==> src/rtl/gon_scatter_ctrl.sv <==
// GON scatter sequencer: walks a row-tag x col-tag range, sending a fixed
// number of source words per tag pair through a single-entry output register.
module gon_scatter_ctrl #(
   parameter int DATA_WIDTH    = 64,
   parameter int ROW_TAG_WIDTH = 4,
   parameter int COL_TAG_WIDTH = 4,
   parameter int CNT_WIDTH     = 8
) (
   input  logic                     clk,
   input  logic                     reset,
   input  logic                     start,
   input  logic [ROW_TAG_WIDTH-1:0] cfg_row_first,
   input  logic [ROW_TAG_WIDTH-1:0] cfg_row_last,
   input  logic [COL_TAG_WIDTH-1:0] cfg_col_first,
   input  logic [COL_TAG_WIDTH-1:0] cfg_col_last,
   input  logic [CNT_WIDTH-1:0]     cfg_words,
   input  logic                     src_valid,
   input  logic [DATA_WIDTH-1:0]    src_data,
   output logic                     src_ready,
   input  logic                     gon_ready,
   output logic                     gon_enable,
   output logic [DATA_WIDTH-1:0]    gon_data,
   output logic [ROW_TAG_WIDTH-1:0] row_tag,
   output logic [COL_TAG_WIDTH-1:0] col_tag,
   output logic                     busy,
   output logic                     done
);

   typedef enum logic [1:0] {
      IDLE = 2'd0,
      SEND = 2'd1,
      DONE = 2'd2
   } state_t;

   state_t                   state;
   logic [ROW_TAG_WIDTH-1:0] row_cnt, row_last_q;
   logic [COL_TAG_WIDTH-1:0] col_cnt, col_first_q, col_last_q;
   logic [CNT_WIDTH-1:0]     word_cnt, word_last_q;
   logic                     fetch_done;
   logic                     fetch, xfer, last_fetch;

   always_comb begin
      src_ready  = (state == SEND) && !fetch_done && (!gon_enable || gon_ready);
      fetch      = src_valid && src_ready;
      xfer       = gon_enable && gon_ready;
      last_fetch = (row_cnt == row_last_q) && (col_cnt == col_last_q) &&
                   (word_cnt == word_last_q);
   end

   always_ff @(posedge clk) begin
      if (reset) begin
         state       <= IDLE;
         row_cnt     <= '0;
         row_last_q  <= '0;
         col_cnt     <= '0;
         col_first_q <= '0;
         col_last_q  <= '0;
         word_cnt    <= '0;
         word_last_q <= '0;
         fetch_done  <= 1'b0;
         gon_enable  <= 1'b0;
         gon_data    <= '0;
         row_tag     <= '0;
         col_tag     <= '0;
         busy        <= 1'b0;
         done        <= 1'b0;
      end else begin
         case (state)
            IDLE: begin
               done <= 1'b0;
               if (start) begin
                  // Clamp degenerate ranges once here so the walk never needs to.
                  row_last_q  <= (cfg_row_last < cfg_row_first) ? cfg_row_first : cfg_row_last;
                  col_first_q <= cfg_col_first;
                  col_last_q  <= (cfg_col_last < cfg_col_first) ? cfg_col_first : cfg_col_last;
                  word_last_q <= (cfg_words == '0) ? '0 : cfg_words - CNT_WIDTH'(1);
                  row_cnt     <= cfg_row_first;
                  col_cnt     <= cfg_col_first;
                  word_cnt    <= '0;
                  fetch_done  <= 1'b0;
                  busy        <= 1'b1;
                  state       <= SEND;
               end
            end
            SEND: begin
               if (fetch) begin
                  gon_data   <= src_data;
                  row_tag    <= row_cnt;
                  col_tag    <= col_cnt;
                  gon_enable <= 1'b1;
                  // Counters hold on the final fetch so all-ones tags never wrap.
                  if (last_fetch) begin
                     fetch_done <= 1'b1;
                  end else if (word_cnt != word_last_q) begin
                     word_cnt <= word_cnt + CNT_WIDTH'(1);
                  end else begin
                     word_cnt <= '0;
                     if (col_cnt != col_last_q) begin
                        col_cnt <= col_cnt + COL_TAG_WIDTH'(1);
                     end else begin
                        col_cnt <= col_first_q;
                        row_cnt <= row_cnt + ROW_TAG_WIDTH'(1);
                     end
                  end
               end else if (xfer) begin
                  gon_enable <= 1'b0;
               end
               if (fetch_done && xfer) begin
                  done  <= 1'b1;
                  state <= DONE;
               end
            end
            DONE: begin
               done  <= 1'b0;
               busy  <= 1'b0;
               state <= IDLE;
            end
            default: state <= IDLE;
         endcase
      end
   end

endmodule
==> config.mk <==
export PLATFORM = sky130hd
export DESIGN_NAME = gon_scatter_ctrl
export DESIGN_NICKNAME = d
export VERILOG_FILES = /design/src/rtl/gon_scatter_ctrl.sv
export SDC_FILE = /design/constraint.sdc
export NUM_CORES = 1
export LEC_CHECK = 0
export ABC_AREA = 1
export BUFFER_PORTS_ARGS = -buffer_cell sky130_fd_sc_hd__buf_2
export CELL_PAD_IN_SITES_DETAIL_PLACEMENT = 0
export CELL_PAD_IN_SITES_GLOBAL_PLACEMENT = 1
export CORE_ASPECT_RATIO = 1.5
export CORE_MARGIN = 2
export CORE_UTILIZATION = 39
export CTS_BUF_LIST = sky130_fd_sc_hd__clkbuf_8
export CTS_CLUSTER_DIAMETER = 60
export CTS_CLUSTER_SIZE = 40
export DETAILED_ROUTE_END_ITERATION = 10
export PLACE_DENSITY = 0.9
export SYNTH_ARGS = -nofsm -noshare
export SYNTH_HDL_FRONTEND = slang
export SYNTH_SLANG_ARGS = --single-unit
==> constraint.sdc <==
create_clock -name clk -period 3.6 [get_ports clk]
set_clock_uncertainty 0.2 [all_clocks]
set_input_delay 0.54 -clock clk [delete_from_list [all_inputs] [get_ports clk]]
set_output_delay 0.54 -clock clk [all_outputs]
set_load 0.02 [all_outputs]
* Word-level counts from Yosys, hierarchy flattened
Cells that the tools add are included.
** Cells by class
- Muxes and demuxes :: 33
- Equality and inequality tests :: 14
- $add $sub $neg :: 4
- Reductions and logical operators :: 27
- Magnitude comparators :: 2
** Operators with widths (count)
- two-way mux 4 bit :: 12
- two-way mux 8 bit :: 5
- case mux 4 bit (2 select lines) :: 2
- case mux 8 bit (2 select lines) :: 1
- inequality test 2 bit, second input constant :: 6
- AND reduction 2 bit :: 6
- adder 4 x 1 -> 4 bit, second input constant :: 2
- adder 8 x 1 -> 8 bit, second input constant :: 1
- == test 4 bit :: 2
- == test 8 bit :: 1
- zero test 8 bit :: 1
- less-than comparator 4 bit :: 2
- inequality test 8 bit :: 1
- AND reduction 4 bit :: 2
- nonzero test 2 bit :: 4
- subtractor 8 x 1 -> 8 bit, second input constant :: 1
- logical AND 1 bit :: 7
- two-way mux 1 bit :: 7
- case mux 1 bit (2 select lines) :: 3
- AND reduction 6 bit :: 1
- AND reduction 5 bit :: 1
- two-way mux 2 bit :: 2
- inequality test 4 bit :: 1
- case mux 2 bit (2 select lines) :: 1
- other kinds (7) :: 8
** Word-level totals
- Bits in registers :: 114
- Output and inout port bits :: 76

* Longest topological paths before layout
- Depth after elaboration :: 6
- Mapped depth :: 13
- Mapped depth without buffers :: 12

* Worst setup path after synthesis
No wires, ideal clock.
- Path type :: input to register
- Start point :: input cfg_col_first[3]
- End point :: register col_last_q[0]
- Data required time :: 3.284 ns
- Slack :: 1.748 ns
- Stages on the path :: 8
- Data arrival time :: 1.536 ns
- Path through :: inv_1 ha_1 a21oi_1 nand2_1 a21oi_1 o21ai_0 o211ai_1 inv_1
** On the way
- Longest elaborated chain between the ends :: 2
** RTL lines
- start, declared :: line 14 : input logic [COL_TAG_WIDTH-1:0] cfg_col_first,
- less-than comparator 4 bit :: line 75 : col_last_q <= (cfg_col_last < cfg_col_first) ? cfg_col_first : cfg_col_last;
- two-way mux 4 bit :: line 75
- end signal, assigned :: line 75
- end, declared :: line 37 : logic [COL_TAG_WIDTH-1:0] col_cnt, col_first_q, col_last_q;
Every way passes these cells.
A chain may end at the register's enable or synchronous reset.

* Final worst setup path
- Start point :: register state[0]
- End point :: register gon_data[19]
** On the way
- Longest elaborated chain between the ends :: 5
** RTL lines
- start, declared :: line 35 : state_t state;
- start signal, assigned :: line 52 : state <= IDLE;
- start signal, assigned :: line 82 : state <= SEND;
- start signal, assigned :: line 110 : state <= DONE;
- == test 2 x 1 -> 1 bit * :: line 43, 68
- logical AND 1 bit (2 in series) :: line 43 : src_ready = (state == SEND) && !fetch_done && (!gon_enable || gon_ready);
- logical AND 1 bit :: line 44 : fetch = src_valid && src_ready;
- AND reduction 2 bit (no source line) *
- end signal, assigned :: line 87 : gon_data <= src_data;
- end, declared :: line 22 : output logic [DATA_WIDTH-1:0] gon_data,
Mark *: on every way between the ends. The rest lies on a longest branch, timed or not.

==> results.sh <==
export IMPL_cp_start_kind="register"
export IMPL_synth_area_leader_cell="dfxtp_1"
export IMPL_wl_per_cell_um=12.3
export IMPL_clockBufferDepth=2
export IMPL_grt_setup_unrepaired="no"
export IMPL_detail_route_wirelength_um=12900
export IMPL_h_tree_depth=4
export IMPL_setup_tns_ns=0
export IMPL_max_freq_mhz=380
export IMPL_initial_core_util_pct=39.9
export IMPL_power_leakage_nw=3.11
export IMPL_ys_top_cells_by_area="dfxtp_1, nor2_1, nand2_1"
export IMPL_grt_pass1_wl_um=21500
export IMPL_cts_root_buffer="clkbuf_8"
export IMPL_die_area_sq_um=14200
export IMPL_critPathMaxFanout=67
export IMPL_whs_ns=0.146
export IMPL_drc=0
export IMPL_fin_crit_sh_pct=73.0
export IMPL_antenna_found_initial=1
export IMPL_drive_above_1_share_pct=25.8
export IMPL_criticalPathCategory="register to register"
export IMPL_ir_drop_mv=0.278
export IMPL_placed_cells=1017
export IMPL_hp_class="primary input to register"
export IMPL_worst_slew_pin_slew_ns=0.613
export IMPL_setup_viol=0
export IMPL_yosysTopAreaCellShare_pct=44.2
export IMPL_power_density_nw_per_um2=481
export IMPL_yosysWarnings=0
export IMPL_slew_headroom_pct=59.1
export IMPL_grt_overflow_total=0
export IMPL_syn2layout_area_growth_pct=25.3
export IMPL_grt_max_degree=73
export IMPL_cts_buffers=17
export IMPL_synth_seq_cells=114
export IMPL_syn_nets=824
export IMPL_firstDrtPassIters=4
export IMPL_clock_latency_ns=0.43
export IMPL_ys_async_sr_fraction_pct=0
export IMPL_synth_edff_count=0
export IMPL_status="finished clean"
export IMPL_drt_iter0_drc=126
export IMPL_fin_crit_ns=2.63
export IMPL_via_per_inst=4.69
export IMPL_antenna_left=0
export IMPL_place_congestion=0.784
export IMPL_fp_row_count=51
export IMPL_synth_distinct_cells=35
export IMPL_synth_avg_cell_area_sq_um=7.17
export IMPL_dieWidth_um=98.0
export IMPL_cts_hold_buffers=0
export IMPL_die_y_um=145
export IMPL_regToRegSetupSlack_ns=0.97
export IMPL_vias=4916
export IMPL_clkTransAtPathRegs_ns=0.07
export IMPL_core_area_sq_um=13000
export IMPL_grt_usage_pct=18.6
export IMPL_critPathArrivalTime_ns=2.80
export IMPL_nNetsFinal=981
export IMPL_ctsResizeCount=0
export IMPL_slew_viol_final=0
export IMPL_ios=169
export IMPL_dominantRegCellSynth="dfxtp_1"
export IMPL_required_ns=3.77
export IMPL_p_total_w=0.00311
export IMPL_portBuffers=168
export IMPL_grt_pass1_vias=4583
export IMPL_fin_cells=1049
export IMPL_syn_area_sq_um=5160
export IMPL_place_hpwl_um=9500
export IMPL_endpoint_kind="register"
export IMPL_post_cts_setup_buffers=0
export IMPL_hold_violations=0
export IMPL_seq_area_frac_synth_pct=44.2
export IMPL_maxCapViolCount=0
export IMPL_cts_sinks=114
export IMPL_cts_tree="done"
export IMPL_synthCells=720
[power breakdown]
group / leakage, nW / switching (W) / total (W) / internal [W]
registers: 0.935 / 0.0000582 / 0.00141 / 0.00135
clock network: 0.168 / 0.000537 / 0.00111 / 0.000576
logic: 2.01 / 0.000374 / 0.000590 / 0.000216
[metal layers]
| metal | GRT usage [%] | up-vias | share of wire, % |
|---|---|---|---|
| met1 | 20.0 | 2175 | 40 |
| met2 | 33.4 | 115 | 52 |
| li1 | - | 2609 | - |
| met5 | 0 | - | 0 |
| met4 | 6.11 | 0 | 1.7 |
| met3 | 6.60 | 17 | 6.2 |
[sequential cells by signal, summed over array words and instances (netlist names), 2 cells and up]
signal / flops
row_tag: 4
word_last_q: 8
row_last_q: 4
col_cnt: 4
state: 2
gon_data: 64
col_first_q: 4
col_tag: 4
word_cnt: 8
col_last_q: 4
row_cnt: 4
[per-stage QoR]
stage | worst slack (ns) | cell area [sq um] | utilization (%)
3_5_place_dp | 0.923 | 6100 | 47.1
4_1_cts | 0.917 | 6470 | 49.9
5_1_grt | 0.693 | 6470 | 50.0
2_1_floorplan | 1.75 | 5160 | -
3_3_place_gp | 1.02 | 6100 | 47.1
6_report | 0.971 | 6470 | 50.0
[final cells by class]
cell class / count / area, sq um
antenna: 1 / 2.50
clock buffer: 19 / 262
clock inverter: 12 / 110
fill: 1328 / 6480
inverter: 64 / 240
multi-input combinational: 507 / 2470
sequential: 114 / 2280
tap: 159 / 199
timing repair buffer: 173 / 903
[synthesized netlist by cell type, types with 8 or more instances]
master,number
dfxtp_1,114
a21oi_1,40
xor2_1,11
clkbuf_1,21
buf_2,9
ha_1,11
nor2_1,162
nand3_1,16
nand2_1,120
inv_1,60
o21ai_1,8
o21ai_0,90
[final timing paths]
| path | startpoint | end | depth (start not counted) |
|---|---|---|---|
| worst max-delay path | state[0]$_SDFFE_PP0P_ | gon_data[19]$_SDFFE_PP0P_ | 9 |
| worst min-delay path | src_data[20] | gon_data[20]$_SDFFE_PP0P_ | 3 |
| worst max register to register | state[0]$_SDFFE_PP0P_ | gon_data[19]$_SDFFE_PP0P_ | 9 |
| worst min register to register | gon_data[14]$_SDFFE_PP0P_ | gon_data[14]$_SDFFE_PP0P_ | 2 |
[cells by family after synthesis]
logic type / Yosys count / share of synthesized area, %
AND/OR/NAND/NOR: 324 / 26.5
flip-flops: 114 / 44.2
AO/OA/AOI/OAI: 155 / 15.8
buffers and inverters: 99 / 7.90
adder cells (fa/ha/maj): 11 / 2.67
XOR/XNOR: 17 / 2.88
[worst max-delay path, stage by stage (launching register included)]
cell	delay, ns
dfxtp_1	0.42
inv_2	0.08
nor2_4	0.26
o21ai_2	0.13
nor2_4	0.13
nand2_4	0.33
inv_2	0.54
buf_4	0.31
nor2_1	0.06
nor2_1	0.10
[placed cells by master (no fill, tap or decap), drive strengths merged]
cell	Yosys	final
o22ai	4	4
o21ai	99	99
clkbuf	23	19
a21oi	42	42
dfxtp	114	114
nor2	170	170
o21bai	1	1
inv	64	65
and2	1	1
a31oi	2	2
nand2	126	126
o211ai	6	6
ha	11	11
nand3	18	18
diode	0	1
clkinvlp	0	7
nand4	4	4
xnor2	6	6
nor3	5	5
xor2	11	11
bufinv	0	1
clkinv	0	3
buf	12	173
a211oi	1	1
Note: power is estimated with default switching activity, not from simulation.
